[src/rtl/error_eval_acc.sv]
// ---------------------------------------------------------------------------
// error_eval_acc
//
// Accumulates error metrics comparing an approximate adder against its exact
// reference, one sample pair per accepted handshake. A run is opened by a
// start pulse and closed by a sample tagged in_last. Each sample passes
// through two pipeline stages:
//   stage 1: register |exact - approx| and the mismatch bit
//   stage 2: fold them into the running counters / accumulator / maximum
// so metrics reflect a sample two cycles after its acceptance.
//
// Ports
//   clk          : clock, all state on rising edge
//   rst          : synchronous active-high reset (wins over start)
//   start        : one-cycle pulse, clears metrics and opens a run (IDLE/DONE)
//   in_valid     : exact/approx/in_last carry a sample
//   in_ready     : sample accepted this cycle when in_valid is also high
//   exact        : golden adder result
//   approx       : approximate adder result for the same operands
//   in_last      : final sample of the run
//   sample_count : samples accumulated (saturating)
//   err_count    : samples with exact != approx (saturating)
//   sum_abs_err  : sum of |exact - approx| (saturating)
//   max_abs_err  : largest |exact - approx| seen in the run
//   busy         : run open or pipeline draining
//   done         : metrics final and stable
//   overflow     : sticky, some counter/accumulator hit all-ones
// ---------------------------------------------------------------------------
module error_eval_acc #(
    parameter int OUT_W = 9,
    parameter int CNT_W = 17,
    parameter int SUM_W = 26
) (
    input  logic             clk,
    input  logic             rst,
    input  logic             start,
    input  logic             in_valid,
    output logic             in_ready,
    input  logic [OUT_W-1:0] exact,
    input  logic [OUT_W-1:0] approx,
    input  logic             in_last,
    output logic [CNT_W-1:0] sample_count,
    output logic [CNT_W-1:0] err_count,
    output logic [SUM_W-1:0] sum_abs_err,
    output logic [OUT_W-1:0] max_abs_err,
    output logic             busy,
    output logic             done,
    output logic             overflow
);

    localparam logic [1:0] ST_IDLE  = 2'd0;
    localparam logic [1:0] ST_RUN   = 2'd1;
    localparam logic [1:0] ST_DRAIN = 2'd2;
    localparam logic [1:0] ST_DONE  = 2'd3;

    // FSM
    logic [1:0] state_q, state_d;

    // Stage 1 registers
    logic             s1_valid_q, s1_valid_d;
    logic [OUT_W-1:0] s1_diff_q,  s1_diff_d;
    logic             s1_mis_q,   s1_mis_d;
    logic             s1_last_q,  s1_last_d;

    // Stage 2 metrics
    logic [CNT_W-1:0] sample_count_q, sample_count_d;
    logic [CNT_W-1:0] err_count_q,    err_count_d;
    logic [SUM_W-1:0] sum_abs_err_q,  sum_abs_err_d;
    logic [OUT_W-1:0] max_abs_err_q,  max_abs_err_d;
    logic             overflow_q,     overflow_d;

    // Combinational helpers
    logic             accept;
    logic             start_ok;
    logic [OUT_W:0]   diff_wide;
    logic [OUT_W-1:0] abs_diff;
    logic [CNT_W:0]   sc_inc;
    logic [CNT_W:0]   ec_inc;
    logic [SUM_W:0]   sum_inc;

    // -----------------------------------------------------------------------
    // Handshake and start qualification
    // -----------------------------------------------------------------------
    always_comb begin
        accept   = in_valid && (state_q == ST_RUN);
        start_ok = start && ((state_q == ST_IDLE) || (state_q == ST_DONE));
    end

    // -----------------------------------------------------------------------
    // Absolute difference: the sign of the OUT_W+1 bit difference selects
    // between the direct low bits and the reversed subtraction, so the
    // magnitude always fits in OUT_W bits.
    // -----------------------------------------------------------------------
    always_comb begin
        diff_wide = {1'b0, exact} - {1'b0, approx};
        if (diff_wide[OUT_W]) begin
            abs_diff = approx - exact;
        end else begin
            abs_diff = diff_wide[OUT_W-1:0];
        end
    end

    // -----------------------------------------------------------------------
    // Stage 1: capture the accepted sample
    // -----------------------------------------------------------------------
    always_comb begin
        s1_valid_d = accept;
        s1_last_d  = accept && in_last;
        s1_diff_d  = s1_diff_q;
        s1_mis_d   = s1_mis_q;
        if (accept) begin
            s1_diff_d = abs_diff;
            s1_mis_d  = (exact != approx);
        end
    end

    // -----------------------------------------------------------------------
    // Stage 2: saturating accumulation. One extra bit on each sum exposes
    // the carry that would otherwise wrap.
    // -----------------------------------------------------------------------
    always_comb begin
        sc_inc  = (CNT_W+1)'(sample_count_q) + (CNT_W+1)'(1);
        ec_inc  = (CNT_W+1)'(err_count_q) + (CNT_W+1)'(s1_mis_q);
        sum_inc = (SUM_W+1)'(sum_abs_err_q) + (SUM_W+1)'(s1_diff_q);
    end

    always_comb begin
        sample_count_d = sample_count_q;
        err_count_d    = err_count_q;
        sum_abs_err_d  = sum_abs_err_q;
        max_abs_err_d  = max_abs_err_q;
        overflow_d     = overflow_q;

        if (start_ok) begin
            // Pipeline is empty in IDLE/DONE, so clearing cannot lose a sample
            sample_count_d = '0;
            err_count_d    = '0;
            sum_abs_err_d  = '0;
            max_abs_err_d  = '0;
            overflow_d     = 1'b0;
        end else if (s1_valid_q) begin
            if (sc_inc[CNT_W]) begin
                sample_count_d = '1;
                overflow_d     = 1'b1;
            end else begin
                sample_count_d = sc_inc[CNT_W-1:0];
            end

            if (ec_inc[CNT_W]) begin
                err_count_d = '1;
                overflow_d  = 1'b1;
            end else begin
                err_count_d = ec_inc[CNT_W-1:0];
            end

            if (sum_inc[SUM_W]) begin
                sum_abs_err_d = '1;
                overflow_d    = 1'b1;
            end else begin
                sum_abs_err_d = sum_inc[SUM_W-1:0];
            end

            if (s1_diff_q > max_abs_err_q) begin
                max_abs_err_d = s1_diff_q;
            end
        end
    end

    // -----------------------------------------------------------------------
    // FSM: DRAIN waits for the last sample to leave stage 2, which happens
    // on the edge after its acceptance, so done rises two cycles later.
    // -----------------------------------------------------------------------
    always_comb begin
        state_d = state_q;
        case (state_q)
            ST_IDLE: begin
                if (start) begin
                    state_d = ST_RUN;
                end
            end
            ST_RUN: begin
                if (accept && in_last) begin
                    state_d = ST_DRAIN;
                end
            end
            ST_DRAIN: begin
                if (s1_valid_q && s1_last_q) begin
                    state_d = ST_DONE;
                end
            end
            ST_DONE: begin
                if (start) begin
                    state_d = ST_RUN;
                end
            end
            default: begin
                state_d = ST_IDLE;
            end
        endcase
    end

    // -----------------------------------------------------------------------
    // Registers
    // -----------------------------------------------------------------------
    always_ff @(posedge clk) begin
        if (rst) begin
            state_q        <= ST_IDLE;
            s1_valid_q     <= 1'b0;
            s1_diff_q      <= '0;
            s1_mis_q       <= 1'b0;
            s1_last_q      <= 1'b0;
            sample_count_q <= '0;
            err_count_q    <= '0;
            sum_abs_err_q  <= '0;
            max_abs_err_q  <= '0;
            overflow_q     <= 1'b0;
        end else begin
            state_q        <= state_d;
            s1_valid_q     <= s1_valid_d;
            s1_diff_q      <= s1_diff_d;
            s1_mis_q       <= s1_mis_d;
            s1_last_q      <= s1_last_d;
            sample_count_q <= sample_count_d;
            err_count_q    <= err_count_d;
            sum_abs_err_q  <= sum_abs_err_d;
            max_abs_err_q  <= max_abs_err_d;
            overflow_q     <= overflow_d;
        end
    end

    // -----------------------------------------------------------------------
    // Outputs
    // -----------------------------------------------------------------------
    always_comb begin
        in_ready     = (state_q == ST_RUN);
        busy         = (state_q == ST_RUN) || (state_q == ST_DRAIN);
        done         = (state_q == ST_DONE);
        overflow     = overflow_q;
        sample_count = sample_count_q;
        err_count    = err_count_q;
        sum_abs_err  = sum_abs_err_q;
        max_abs_err  = max_abs_err_q;
    end

endmodule
[config.mk]
export PLATFORM = sky130hd
export DESIGN_NAME = error_eval_acc
export DESIGN_NICKNAME = d
export VERILOG_FILES = /design/src/rtl/error_eval_acc.sv
export SDC_FILE = /design/constraint.sdc
export NUM_CORES = 1
export LEC_CHECK = 0
export BUFFER_PORTS_ARGS = -buffer_cell sky130_fd_sc_hd__buf_2
export CORE_MARGIN = 2
export CORE_UTILIZATION = 60
export DETAILED_ROUTE_END_ITERATION = 7
export PLACE_DENSITY = 0.85
export RECOVER_POWER = 25
export SYNTH_ARGS = -nofsm -noshare
export SYNTH_HDL_FRONTEND = slang
export SYNTH_SLANG_ARGS = --single-unit
[constraint.sdc]
create_clock -name clk -period 4.4 [get_ports clk]
set_clock_uncertainty 0.1 [all_clocks]
set_input_delay 0.22 -clock clk [delete_from_list [all_inputs] [get_ports clk]]
set_output_delay 0.22 -clock clk [all_outputs]
set_load 0.05 [all_outputs]
==> results of run 1 <==
-- cell usage in the layout, fill, tap and decap left out, types with 13 or more instances in the layout --
master | netlist | routed
sky130_fd_sc_hd__a211oi_1 | 13 | 13
sky130_fd_sc_hd__a21oi_1 | 69 | 69
sky130_fd_sc_hd__and3_1 | 13 | 13
sky130_fd_sc_hd__buf_2 | 1 | 57
sky130_fd_sc_hd__clkbuf_1 | 18 | 39
sky130_fd_sc_hd__dfxtp_1 | 84 | 84
sky130_fd_sc_hd__ha_1 | 42 | 42
sky130_fd_sc_hd__inv_1 | 44 | 44
sky130_fd_sc_hd__nand2_1 | 38 | 38
sky130_fd_sc_hd__nand3_1 | 32 | 32
sky130_fd_sc_hd__nand4_1 | 16 | 16
sky130_fd_sc_hd__nor2_1 | 43 | 43
sky130_fd_sc_hd__nor3_1 | 15 | 15
sky130_fd_sc_hd__o21ai_0 | 27 | 27
sky130_fd_sc_hd__xor2_1 | 25 | 25
-- power by group through the flow --
stage,logic (mW),registers [mW],clock network [mW]
after global placement,0.638,0.866,0
after CTS,0.661,0.852,0.567
after detailed placement,0.657,0.870,0
after global routing,0.733,0.857,0.595
final,0.665,0.853,0.562
after floorplan,0.472,0.892,0
-- worst max path at each step --
stage / slack (ns) / cells past startpoint / to / startpoint
after global placement: 1.59 / 9 / sum_abs_err[25] / s1_diff_q[0]
after detailed placement: 1.54 / 9 / sum_abs_err[25] / s1_diff_q[0]
final: 1.45 / 9 / sum_abs_err[25] / s1_diff_q[0]
after global routing: 1.35 / 9 / sum_abs_err[25] / sum_abs_err[0]
after floorplan: 1.56 / 8 / sum_abs_err[25] / sum_abs_err[0]
after CTS: 1.51 / 9 / sum_abs_err[25] / s1_diff_q[0]
-- worst min-delay path, cell delays in order --
cell and delay, ns:
sky130_fd_sc_hd__buf_2 0.12, sky130_fd_sc_hd__nand2_1 0.05, sky130_fd_sc_hd__a22oi_1 0.06, sky130_fd_sc_hd__nor2_1 0.08
-- per-stage QoR --
step / std cells / instance area [um2] / setup slack, ns / power, mW
floorplan: 619 / 5110 / 1.56 / 1.36
global placement: 800 / 5660 / 1.59 / 1.50
detailed placement: 800 / 5660 / 1.54 / 1.53
CTS: 817 / 5870 / 1.51 / 2.08
global route: 818 / 5820 / 1.35 / 2.19
finish: 818 / 5820 / 1.45 / 2.08
-- layout make-up --
type	instances	area share, %
Multi-Input combinational cell	469	54.7
Tap cell	105	2.26
Timing Repair Buffer	99	7.91
Clock inverter	6	1.23
Sequential cell	84	28.9
Inverter	44	2.84
Antenna cell	1	0.0430
Clock buffer	10	2.19
-- registers in the layout (all words and copies together), names as in the netlist --
name / count
sum_abs_err: 26
err_count: 17
sample_count: 17
max_abs_err: 9
s1_diff_q: 9
state_q: 2
overflow: 1
s1_last_q: 1
s1_mis_q: 1
s1_valid_q: 1
-- metal layers --
metal	vias up	wire length [um]	global-route usage (%)
met1	2380	5350	32.0
met3	32	711	3.45
met4	0	314	12.6
li1	2446	-	-
met2	192	6430	50.1
met5	-	0	0
-- cells by family (layout without fill, tap and decap cells) --
group	after synthesis	count (layout)
muxes	2	2
DFF	84	84
buffers and inverters	66	159
and+or+nand+nor	197	197
xor gates and xnor gates	37	37
other	0	1
adders and majority gates	45	45
AOI/OAI and AO/OA	188	188
==> results.rst, run 1 <==
.. list-table::
   :header-rows: 1

   * - Metric
     - Value
   * - Run status
     - complete, no violations
   * - Sequential element share of the synthesized area
     - between 30% and 40%
   * - Family of cells with the greatest summed delay on the critical path
     - compound AO/OA/AOI/OAI gates
   * - Routability-driven placement congestion ratio
     - around 0.93
   * - Post-synthesis net count
     - a little under 700
   * - List of cells traversed by the critical path
     - ha_1 > fa_1 > a21o_1 > a21oi_1 > o32ai_1 > o211ai_1 > buf_4 > or4b_1 > and3_1
   * - Power density over the cells
     - about 360 nW/um2
   * - Cts repair resizes
     - 0
   * - Max stage delay on crit path
     - between 0.4 and 0.5 ns
   * - Static Leak
     - ~2.5 nW
   * - Unrepaired setup endpoints after global routing
     - no
   * - Per-cell routed wire length
     - about 16 um
   * - Endpoint of the worst register-to-register path
     - sum_abs_err[25]
   * - CTS clock-pin slew for the worst setup and hold paths
     - roughly 0.090 ns
   * - Async SR Flop Fraction
     - 0%
   * - Comb pwr share
     - between 30% and 40%
   * - Pin count of the biggest net entering global routing
     - 33
   * - Tcrit/Tclk final
     - between 60% and 70%
   * - Area of the die
     - roughly 9300 um2
   * - CTS H-Tree Depth
     - 3
   * - Startpoint type of the worst setup path
     - flop
   * - Reg2reg path depth
     - 9
   * - Kind of end point of the critical path
     - flop
   * - Commonest cells in the synthesized netlist
     - 84 x sky130_fd_sc_hd__dfxtp_1, 69 x sky130_fd_sc_hd__a21oi_1, 44 x sky130_fd_sc_hd__inv_1
   * - Post-Synth Adder-Cell Area
     - 11.5%
   * - Hold Crit Depth
     - 4
   * - Maximum count of clock buffers along a single path
     - 2
   * - Worst Min Path Start
     - start
   * - Highest net fanout along the worst path
     - 14
   * - Number of post-CTS setup repair buffers
     - 0
   * - Measured slew at the worst slew-check pin
     - between 1 and 1.5 ns
   * - HPWL after detailed placement
     - approximately 9.6 mm
   * - Global-route wire length before repair
     - 20.3 mm
   * - Number of clock sinks
     - 84
   * - Share of power burned in registers
     - just over 40%
   * - I/O pin cnt
     - 96
   * - Leading cell types by total area after synthesis
     - sky130_fd_sc_hd__dfxtp_1 33%, sky130_fd_sc_hd__ha_1 10%, sky130_fd_sc_hd__a21oi_1 6.8%
   * - Power Internal
     - 1.28 mW
   * - Main flop type after synthesis
     - sky130_fd_sc_hd__dfxtp_1
   * - Synthesized-area fraction occupied by ao, oa, aoi and oai cells
     - roughly a quarter
   * - Data arrival time at the worst-slack endpoint
     - about 3.1 ns
   * - Cell accounting for the most synthesized area
     - sky130_fd_sc_hd__dfxtp_1
   * - Number of nets in the finished design
     - 775
   * - Fraction of final layout cells with drive strength greater than 1
     - around an eighth
   * - Max-slew violation count
     - 0
   * - Final setup violation count
     - 0
   * - Worst ir drop on vdd
     - between 0.00015 and 0.0002 V
   * - Number of port buffers
     - 95
   * - Dominant combinational cell family by area after synthesis
     - compound AO/OA/AOI/OAI gates
   * - Initial drt markers
     - about 280
   * - Bufs and invs on worst path
     - 1
   * - Multiplexer share of the synthesized area
     - 0.392%
   * - Number of antenna violations at the first check in global routing
     - 1
   * - Final core utilization
     - slightly above 70%
   * - Number of flip-flops and latches in the synthesized netlist
     - 84
   * - Via count normalized by instance count
     - between 6 and 7
   * - TritonCTS buffer count
     - 9
   * - Total routing usage reported by global routing
     - between 20% and 30%
   * - Multi-input gate area
     - 3180 um2
   * - Vias in the first global route
     - ~4.6k
   * - Summed negative setup slack over all endpoints
     - 0 ns
   * - Final count of hold timing violations
     - 0
   * - Fraction of post-synthesis cell area in the top cell type by area
     - between 30 and 40%
   * - Starting utilization of the core area
     - about three fifths
   * - XOR/XNOR share of the synthesized area
     - under 10%
   * - Reg2reg setup slack
     - ~1.4 ns
   * - Unique cell type count in the Yosys netlist
     - roughly 60
   * - Worst path slowest cell
     - sky130_fd_sc_hd__or4b_1
   * - Startpoint of the worst register-to-register path
     - s1_diff_q[0]
   * - Clock Latency Late Sink
     - approximately 0.36 ns
   * - Leading cell type by number of instances after synthesis
     - sky130_fd_sc_hd__dfxtp_1
   * - Combined area of all synthesized cells
     - between 5000 and 6000 um2
   * - Overflow after GRT
     - 0
   * - EDFF count, synth
     - 0
   * - Hold buffer count at CTS
     - 1
   * - Count of warnings emitted by yosys
     - 0
   * - Mean area per synthesized cell
     - 8.26 um2
   * - Cell count after synthesis
     - 619
   * - NetSw
     - between 700 and 800 uW
   * - Simple-gate portion of the synthesized area
     - between 20% and 30%
   * - Final hold slack
     - between 0.1 and 0.15 ns
   * - Filler cells
     - between 700 and 800
   * - Number of core rows
     - 33
   * - Maximum frequency from static timing analysis
     - between 300 and 400 MHz
   * - Placeable core region
     - around 8300 um2
   * - Worst setup path category
     - reg2reg
   * - TritonCTS clock tree
     - yes
   * - Detailed-routing iteration count for the pre-antenna-repair pass
     - 5
   * - Die extent in y
     - a little under 100 um
   * - Area growth from synthesis to final layout
     - 13.9%
   * - Final wirelength
     - 12.8 mm
   * - Antenna Nets Post-Route
     - 0
   * - CP required
     - approximately 4.6 ns
   * - Tightest Hold Check Type
     - in2reg
   * - Die Width
     - a little under 100 um
   * - Total area of sequential cells
     - approximately 1700 um2
   * - Hold endpoint
     - state_q[1]
   * - Max Cap Viol
     - 0
   * - Total number of vias
     - 5050
   * - Share of total power consumed by net switching
     - roughly two fifths
   * - Final critical delay including setup and external delays
     - about 3.0 ns
   * - DRC
     - 0
   * - Clock network fraction of design power
     - between 20% and 30%
   * - Root Buffer Master
     - sky130_fd_sc_hd__clkbuf_8
   * - Rel. slew slack
     - ~27%
Note: power is estimated with default switching activity, not from simulation.
==> run 2: changes to the inputs <==
--- a/config.mk
+++ b/config.mk
@@ -7,9 +7,9 @@
 export LEC_CHECK = 0
 export BUFFER_PORTS_ARGS = -buffer_cell sky130_fd_sc_hd__buf_2
 export CORE_MARGIN = 2
-export CORE_UTILIZATION = 60
+export CORE_UTILIZATION = 51
 export DETAILED_ROUTE_END_ITERATION = 7
-export PLACE_DENSITY = 0.85
+export PLACE_DENSITY = 0.77
 export RECOVER_POWER = 25
 export SYNTH_ARGS = -nofsm -noshare
 export SYNTH_HDL_FRONTEND = slang
==> constraint.sdc (replaced) <==
create_clock -name clk -period 2.6 [get_ports clk]
set_clock_uncertainty 0.1 [all_clocks]
set_input_delay 0.13 -clock clk [delete_from_list [all_inputs] [get_ports clk]]
set_output_delay 0.13 -clock clk [all_outputs]
set_load 0.05 [all_outputs]
==> run 2 against run 1 <==
Sequential cell count is the same. Fmax rose by 20%. Cell area up 3.5%. Hold slack worse by 0.091 ns. Critical path type unchanged. Count of clock-buffer cells in the layout fell by 1. Largest cell class unchanged. First-iteration DRC count grew 0.71%. Wire length about the same. Critical path depth shrank 1. Sequential share of layout area fell by 0.78 points. Sequential power up 69%. Non-clock buffer count rose by 19. Cell count rose by 5.6%.
==> results.rst, run 2 (synthesis results as in run 1) <==
.. list-table::
   :header-rows: 1

   * - Metric
     - Value
   * - Run status
     - complete, no violations
   * - Number of antenna violations at the first check in global routing
     - 0 (-1)
   * - Number of clock sinks
     - 84 (unchanged)
   * - Final core utilization
     - 61.7% (-8.8 points)
   * - Unrepaired setup endpoints after global routing
     - no
   * - Max Cap Viol
     - 0 (unchanged)
   * - Measured slew at the worst slew-check pin
     - 0.664 ns (-0.426 ns)
   * - Overflow after GRT
     - 0 (unchanged)
   * - Final total power
     - 3.52 mW (+69%)
   * - Rel. slew slack
     - 55.9% (+29 points)
   * - Initial drt markers
     - 284 (+0.71%)
   * - Total number of vias
     - 4960 (-1.8%)
   * - Worst setup path category
     - reg2reg
   * - Total cell area at the placement stage
     - 5850 um2 (+3.5%)
   * - CTS clock-pin slew for the worst setup and hold paths
     - 0.09 ns (about the same)
   * - Number of nets in the finished design
     - 794 (+2.5%)
   * - TritonCTS buffer count
     - 9 (unchanged)
   * - Most common cell after layout, fill and taps aside
     - sky130_fd_sc_hd__dfxtp_1
   * - DRC
     - 0 (unchanged)
   * - Clock Latency Late Sink
     - 0.36 ns (about the same)
   * - Maximum count of clock buffers along a single path
     - 2 (unchanged)
   * - Tightest Hold Check Type
     - in2reg
   * - Commonest non-fill, non-tap cells in the layout
     - 76 x sky130_fd_sc_hd__dfxtp_1, 68 x sky130_fd_sc_hd__a21oi_1, 56 x sky130_fd_sc_hd__buf_2
   * - Highest net fanout along the worst path
     - 3 (-11)
   * - Final instance area
     - 6030 um2 (+3.5%)
   * - Pin count of the biggest net entering global routing
     - 39 (+18%)
   * - Total routing usage reported by global routing
     - 23.8% (-3.7 points)
   * - Worst Min Path Start
     - start
   * - Die Width
     - 104 um (+8.1%)
   * - Global-route wire length before repair
     - 21.8 mm (+7.0%)
   * - Antenna Nets Post-Route
     - 0 (unchanged)
   * - Routability-driven placement congestion ratio
     - 0.883 (-4.8%)
   * - Tcrit/Tclk final
     - 94.7% (+28 points)
   * - Detailed-routing iteration count for the pre-antenna-repair pass
     - 7 (+2)
   * - Final critical delay including setup and external delays
     - 2.46 ns (-0.489 ns)
   * - Kind of end point of the critical path
     - flop
   * - Data arrival time at the worst-slack endpoint
     - 2.62 ns (-0.49 ns)
   * - Maximum frequency from static timing analysis
     - 406 MHz (+20%)
   * - Die extent in y
     - 104 um (+8.1%)
   * - Fraction of final layout cells with drive strength greater than 1
     - 16.7% (+3.8 points)
   * - Final hold slack
     - 0.0141 ns (-0.0909 ns)
   * - CP required
     - 2.75 ns (-1.81 ns)
   * - Hold endpoint
     - state_q[0]
   * - Reg2reg setup slack
     - 0.14 ns (-1.31 ns)
   * - I/O pin cnt
     - 96 (unchanged)
   * - Startpoint of the worst register-to-register path
     - sum_abs_err[0]
   * - Area growth from synthesis to final layout
     - 17.9%
   * - Starting utilization of the core area
     - 52.3% (-9.6 points)
   * - HPWL after detailed placement
     - 9.75 mm (+1.8%)
   * - Startpoint type of the worst setup path
     - flop
   * - Root Buffer Master
     - sky130_fd_sc_hd__clkbuf_8
   * - Reg2reg path depth
     - 8 (-1)
   * - Via count normalized by instance count
     - 5.74 (-7.0%)
   * - Max FFs per register
     - 26 (unchanged)
   * - Summed negative setup slack over all endpoints
     - 0 ns (unchanged)
   * - Worst path slowest cell
     - sky130_fd_sc_hd__or4b_1
   * - List of cells traversed by the critical path
     - ha_2 > fa_2 > a21o_1 > a21oi_2 > o32ai_2 > o211ai_1 > or4b_1 > and3_1
   * - Per-cell routed wire length
     - 14.8 um (-5.3%)
   * - Final setup violation count
     - 0 (unchanged)
   * - Max-slew violation count
     - 0 (unchanged)
   * - Vias in the first global route
     - 4691 (+1.0%)
   * - Area of the die
     - 10800 um2 (+17%)
   * - Number of core rows
     - 36 (+9.1%)
   * - Number of port buffers
     - 95 (unchanged)
   * - Placeable core region
     - 9770 um2 (+18%)
   * - Final count of hold timing violations
     - 0 (unchanged)
   * - CTS H-Tree Depth
     - 3 (unchanged)
   * - Power density over the cells
     - 583 nW/um2 (+63%)
   * - Final wirelength
     - 12.8 mm (about the same)
   * - Max stage delay on crit path
     - 0.45 ns (about the same)
   * - Static Leak
     - 2.55 nW (+3.9%)
   * - Worst ir drop on vdd
     - 0.000643 V (+280%)
   * - Endpoint of the worst register-to-register path
     - sum_abs_err[25]
   * - Number of post-CTS setup repair buffers
     - 0 (unchanged)
   * - Hold Crit Depth
     - 3 (-1)
   * - Antenna Diode Count
     - 0 (-1)
   * - TritonCTS clock tree
     - yes
run 2: cell count changes in the layout (fill, tap and decap cells not counted), moves of 2 or more:
cell,before,now
sky130_fd_sc_hd__buf_4,3,21
sky130_fd_sc_hd__dfxtp_1,84,76
sky130_fd_sc_hd__dfxtp_2,0,7
sky130_fd_sc_hd__clkinv_4,1,3
run 2: power by group:
part / switching, mW / internal [mW] / total [mW] / leakage (nW)
logic: 0.763 / 0.381 / 1.14 / 1.76
clock network: 0.484 / 0.448 / 0.933 / 0.104
registers: 0.0847 / 1.36 / 1.44 / 0.683
run 2: cell type report:
| class | instances | area, um2 |
|---|---|---|
| Clock buffer | 9 | 124 |
| Clock inverter | 7 | 75.1 |
| Fill cell | 886 | 3750 |
| Inverter | 44 | 165 |
| Multi-Input combinational cell | 469 | 3200 |
| Sequential cell | 84 | 1690 |
| Tap cell | 133 | 166 |
| Timing Repair Buffer | 118 | 604 |
run 2: routing by layer:
metal  vias to the layer above  track usage, %  part of all wire (%)
li1                       2472               -                     -
met1                      2330            30.5                    47
met2                       142            39.8                    47
met3                        16            4.45                   4.7
met4                         0            8.78                   1.5
met5                         -               0                     0
run 2: metrics by stage:
step           std cells  setup slack, ns
2_1_floorplan        619          0.00160
3_3_place_gp         846            0.134
3_5_place_dp         846            0.110
4_1_cts              864           0.0910
5_1_grt              864           0.0395
6_report             864            0.139
run 2: worst max-delay path by stage:
stage	start	slack [ns]	endpoint
2_1_floorplan	sum_abs_err[16]	0.002	sum_abs_err[25]
3_3_place_gp	sum_abs_err[0]	0.13	sum_abs_err[25]
3_5_place_dp	sum_abs_err[0]	0.11	sum_abs_err[25]
4_1_cts	sum_abs_err[0]	0.09	sum_abs_err[25]
5_1_grt	s1_diff_q[0]	0.04	sum_abs_err[25]
6_report	sum_abs_err[0]	0.14	sum_abs_err[25]
run 2: critical path: cells and delay by family (launching register included):
family / cells / cell delay (ns)
simple gates: 2 / 0.64
flops: 1 / 0.35
compound gates: 4 / 0.74
fa+ha+maj: 2 / 0.54
run 2: what timing repair did:
item | 4_1_cts | 5_1_grt
hold buffers | 2 | 0
endpoints found under the hold margin | 2 | 0
resized for setup | 0 | 1
endpoints found under the setup margin | 0 | 1
==> run 3: changes to the inputs <==
--- a/config.mk
+++ b/config.mk
@@ -9,7 +9,7 @@
 export CORE_MARGIN = 2
 export CORE_UTILIZATION = 51
 export DETAILED_ROUTE_END_ITERATION = 7
-export PLACE_DENSITY = 0.77
+export PLACE_DENSITY_LB_ADDON = 0.25
 export RECOVER_POWER = 25
 export SYNTH_ARGS = -nofsm -noshare
 export SYNTH_HDL_FRONTEND = slang
==> run 3 against run 2 <==
Die area unchanged. Sequential power hardly changed. Cell count is 0.35% higher. Register-to-register slack got worse by 0.10 ns. Critical path type unchanged. Critical path depth did not move. Via count rose by 1.8%. Hold slack better by 0.0033 ns. Sequential share of layout area down 0.16 points. Cell area is 0.56% higher. Worst setup slack got worse by 0.10 ns. Largest cell class unchanged. First-iteration DRC count grew 4.2%. Fmax shrank 4.0%.
==> results.rst, run 3 (synthesis results as in run 1) <==
.. list-table::
   :header-rows: 1

   * - Metric
     - Value
   * - HPWL after detailed placement
     - 9.73 mm (-0.23%)
   * - Area of the die
     - 10800 um2 (unchanged)
   * - Number of port buffers
     - 95 (unchanged)
   * - CP required
     - 2.76 ns (about the same)
   * - Worst path slowest cell
     - sky130_fd_sc_hd__or4b_1
   * - Measured slew at the worst slew-check pin
     - 0.663 ns (-0.000984 ns)
   * - Filler cells
     - 890 (+0.45%)
   * - Routability-driven placement congestion ratio
     - 0.920 (+4.1%)
   * - Max-slew violation count
     - 0 (unchanged)
   * - Overflow after GRT
     - 0 (unchanged)
   * - Data arrival time at the worst-slack endpoint
     - 2.73 ns (+0.11 ns)
   * - Family of cells with the greatest summed delay on the critical path
     - compound AO/OA/AOI/OAI gates
   * - CTS H-Tree Depth
     - 3 (unchanged)
   * - Bufs and invs on worst path
     - 0 (unchanged)
   * - Starting utilization of the core area
     - 52.3% (unchanged)
   * - Final count of hold timing violations
     - 0 (unchanged)
   * - Worst setup path category
     - reg2reg
   * - Via count normalized by instance count
     - 5.82 (+1.4%)
   * - CTS clock-pin slew for the worst setup and hold paths
     - 0.09 ns (about the same)
   * - TritonCTS clock tree
     - yes
   * - Tightest Hold Check Type
     - in2reg
   * - TritonCTS buffer count
     - 9 (unchanged)
   * - Placeable core region
     - 9770 um2 (unchanged)
   * - Fraction of final layout cells with drive strength greater than 1
     - 17.2% (+0.48 points)
   * - Number of clock sinks
     - 84 (unchanged)
   * - List of cells traversed by the critical path
     - ha_2 > fa_1 > a21o_1 > a21oi_4 > o32ai_2 > o211ai_1 > or4b_1 > and3_1
   * - Total area of sequential cells
     - 1690 um2 (unchanged)
   * - Final wirelength
     - 13.0 mm (+1.1%)
   * - Static Leak
     - 2.57 nW (+0.99%)
   * - Number of core rows
     - 36 (unchanged)
   * - Total routing usage reported by global routing
     - 24.2% (+0.45 points)
   * - Pin count of the biggest net entering global routing
     - 42 (+7.7%)
   * - Final critical delay including setup and external delays
     - 2.56 ns (+0.102 ns)
   * - Routing usage on met3
     - 3.76% (-0.69 points)
   * - Global-route wire length before repair
     - 22.0 mm (+1.0%)
   * - Area growth from synthesis to final layout
     - 18.6%
   * - Die extent in y
     - 104 um (unchanged)
   * - Tcrit/Tclk final
     - 98.6% (+3.9 points)
   * - Initial drt markers
     - 296 (+4.2%)
   * - Detailed-routing iteration count for the pre-antenna-repair pass
     - 5 (-2)
   * - Per-cell routed wire length
     - 14.9 um (+0.73%)
   * - Number of post-CTS setup repair buffers
     - 0 (unchanged)
   * - Maximum frequency from static timing analysis
     - 390 MHz (-4.0%)
   * - Grt peak-use layer
     - met2
   * - I/O pin cnt
     - 96 (unchanged)
   * - Grt met1 use
     - 31.1% (+0.56 points)
   * - Power density over the cells
     - 590 nW/um2 (+1.1%)
   * - Antenna Diode Count
     - 0 (unchanged)
   * - Clock Latency Late Sink
     - 0.36 ns (about the same)
   * - Total cell area at the placement stage
     - 5880 um2 (+0.51%)
   * - Final hold slack
     - 0.0174 ns (+0.00330 ns)
   * - Commonest non-fill, non-tap cells in the layout
     - 76 x sky130_fd_sc_hd__dfxtp_1, 67 x sky130_fd_sc_hd__a21oi_1, 57 x sky130_fd_sc_hd__buf_2
   * - Multi-input gate area
     - 3210 um2 (+0.27%)
   * - Vias in the first global route
     - 4669 (-0.47%)
   * - Startpoint type of the worst setup path
     - flop
   * - Root Buffer Master
     - sky130_fd_sc_hd__clkbuf_8
   * - Worst ir drop on vdd
     - 0.000317 V (-51%)
   * - Kind of end point of the critical path
     - flop
   * - Unrepaired setup endpoints after global routing
     - yes
   * - Final setup violation count
     - 0 (unchanged)
   * - Number of nets in the finished design
     - 797 (+0.38%)
   * - Highest net fanout along the worst path
     - 4 (+1)
   * - Total number of vias
     - 5047 (+1.8%)
   * - DRC
     - 0 (unchanged)
   * - Max FFs per register
     - 26 (unchanged)
   * - Rel. slew slack
     - 55.5% (-0.42 points)
   * - Most common cell after layout, fill and taps aside
     - sky130_fd_sc_hd__dfxtp_1
   * - Number of antenna violations at the first check in global routing
     - 0 (unchanged)
   * - Run status
     - complete, no violations
   * - Max Cap Viol
     - 0 (unchanged)
   * - Met2 Resource Use GR
     - 41.1% (+1.3 points)
   * - Antenna Nets Post-Route
     - 0 (unchanged)
   * - Die Width
     - 104 um (unchanged)
   * - Max stage delay on crit path
     - 0.45 ns (about the same)
   * - Final instance area
     - 6060 um2 (+0.56%)
   * - Maximum count of clock buffers along a single path
     - 2 (unchanged)
[run 3: cell types whose count changed in the layout (fill, tap and decap cells not counted)]
cell	delta
sky130_fd_sc_hd__a21oi_1	-1
sky130_fd_sc_hd__buf_2	+1
sky130_fd_sc_hd__inv_6	-1
sky130_fd_sc_hd__dlygate4sd3_1	-1
sky130_fd_sc_hd__buf_4	+4
sky130_fd_sc_hd__fa_1	+1
sky130_fd_sc_hd__clkbuf_8	+1
sky130_fd_sc_hd__a21oi_4	+1
sky130_fd_sc_hd__fa_2	-1
sky130_fd_sc_hd__clkinv_2	-1
[run 3: worst paths after layout]
kind,endpoint,cells after the start,startpoint,slack (ns)
max,sum_abs_err[25],8,sum_abs_err[0],0.04
min,state_q[1],4,start,0.02
max reg2reg,sum_abs_err[25],8,sum_abs_err[0],0.04
min reg2reg,max_abs_err[3],2,max_abs_err[3],0.40
[run 3: where the power goes]
group / switching, mW / leakage, nW / internal [mW]
clock: 0.481 / 0.103 / 0.474
combinational: 0.789 / 1.79 / 0.402
sequential: 0.0741 / 0.683 / 1.36
total: 1.34 / 2.57 / 2.23
[run 3: routing by layer]
| metal | share of wire, % | vias up |
|---|---|---|
| met3 | 4.8 | 29 |
| met2 | 49 | 162 |
| met5 | 0 | - |
| met4 | 2.2 | 0 |
| li1 | - | 2484 |
| met1 | 44 | 2372 |
[run 3: timing repair]
action / 4_1_cts / 5_1_grt
endpoints found under the hold margin: 1 / 0
resized for setup: 0 / 2
endpoints found under the setup margin: 0 / 8
hold buffers: 1 / 0
[run 3: worst min-delay path, stage by stage]
cell and delay, ns:
sky130_fd_sc_hd__buf_2 0.12, sky130_fd_sc_hd__nand2_1 0.05, sky130_fd_sc_hd__a22oi_1 0.05, sky130_fd_sc_hd__nor2_1 0.09
[run 3: metrics by stage]
stage                     setup TNS, ns  total power, mW  utilization (%)  instances  setup WS [ns]
final                                 0             3.58             62.0        867         0.0363
after global placement                0             2.61             60.2        850         0.0817
after CTS                             0             3.60             62.4        867         0.0213
after detailed placement              0             2.64             60.2        850         0.0286
after floorplan                       0             2.31                -        619        0.00160
after global routing            -0.0764             3.80             62.0        867        -0.0764
[run 3: area by class of cell]
| class | instances | share of cell area (%) |
|---|---|---|
| Clock buffer | 11 | 2.33 |
| Sequential cell | 84 | 28.0 |
| Inverter | 44 | 2.73 |
| Tap cell | 133 | 2.75 |
| Clock inverter | 5 | 1.01 |
| Multi-Input combinational cell | 469 | 52.9 |
| Timing Repair Buffer | 121 | 10.3 |
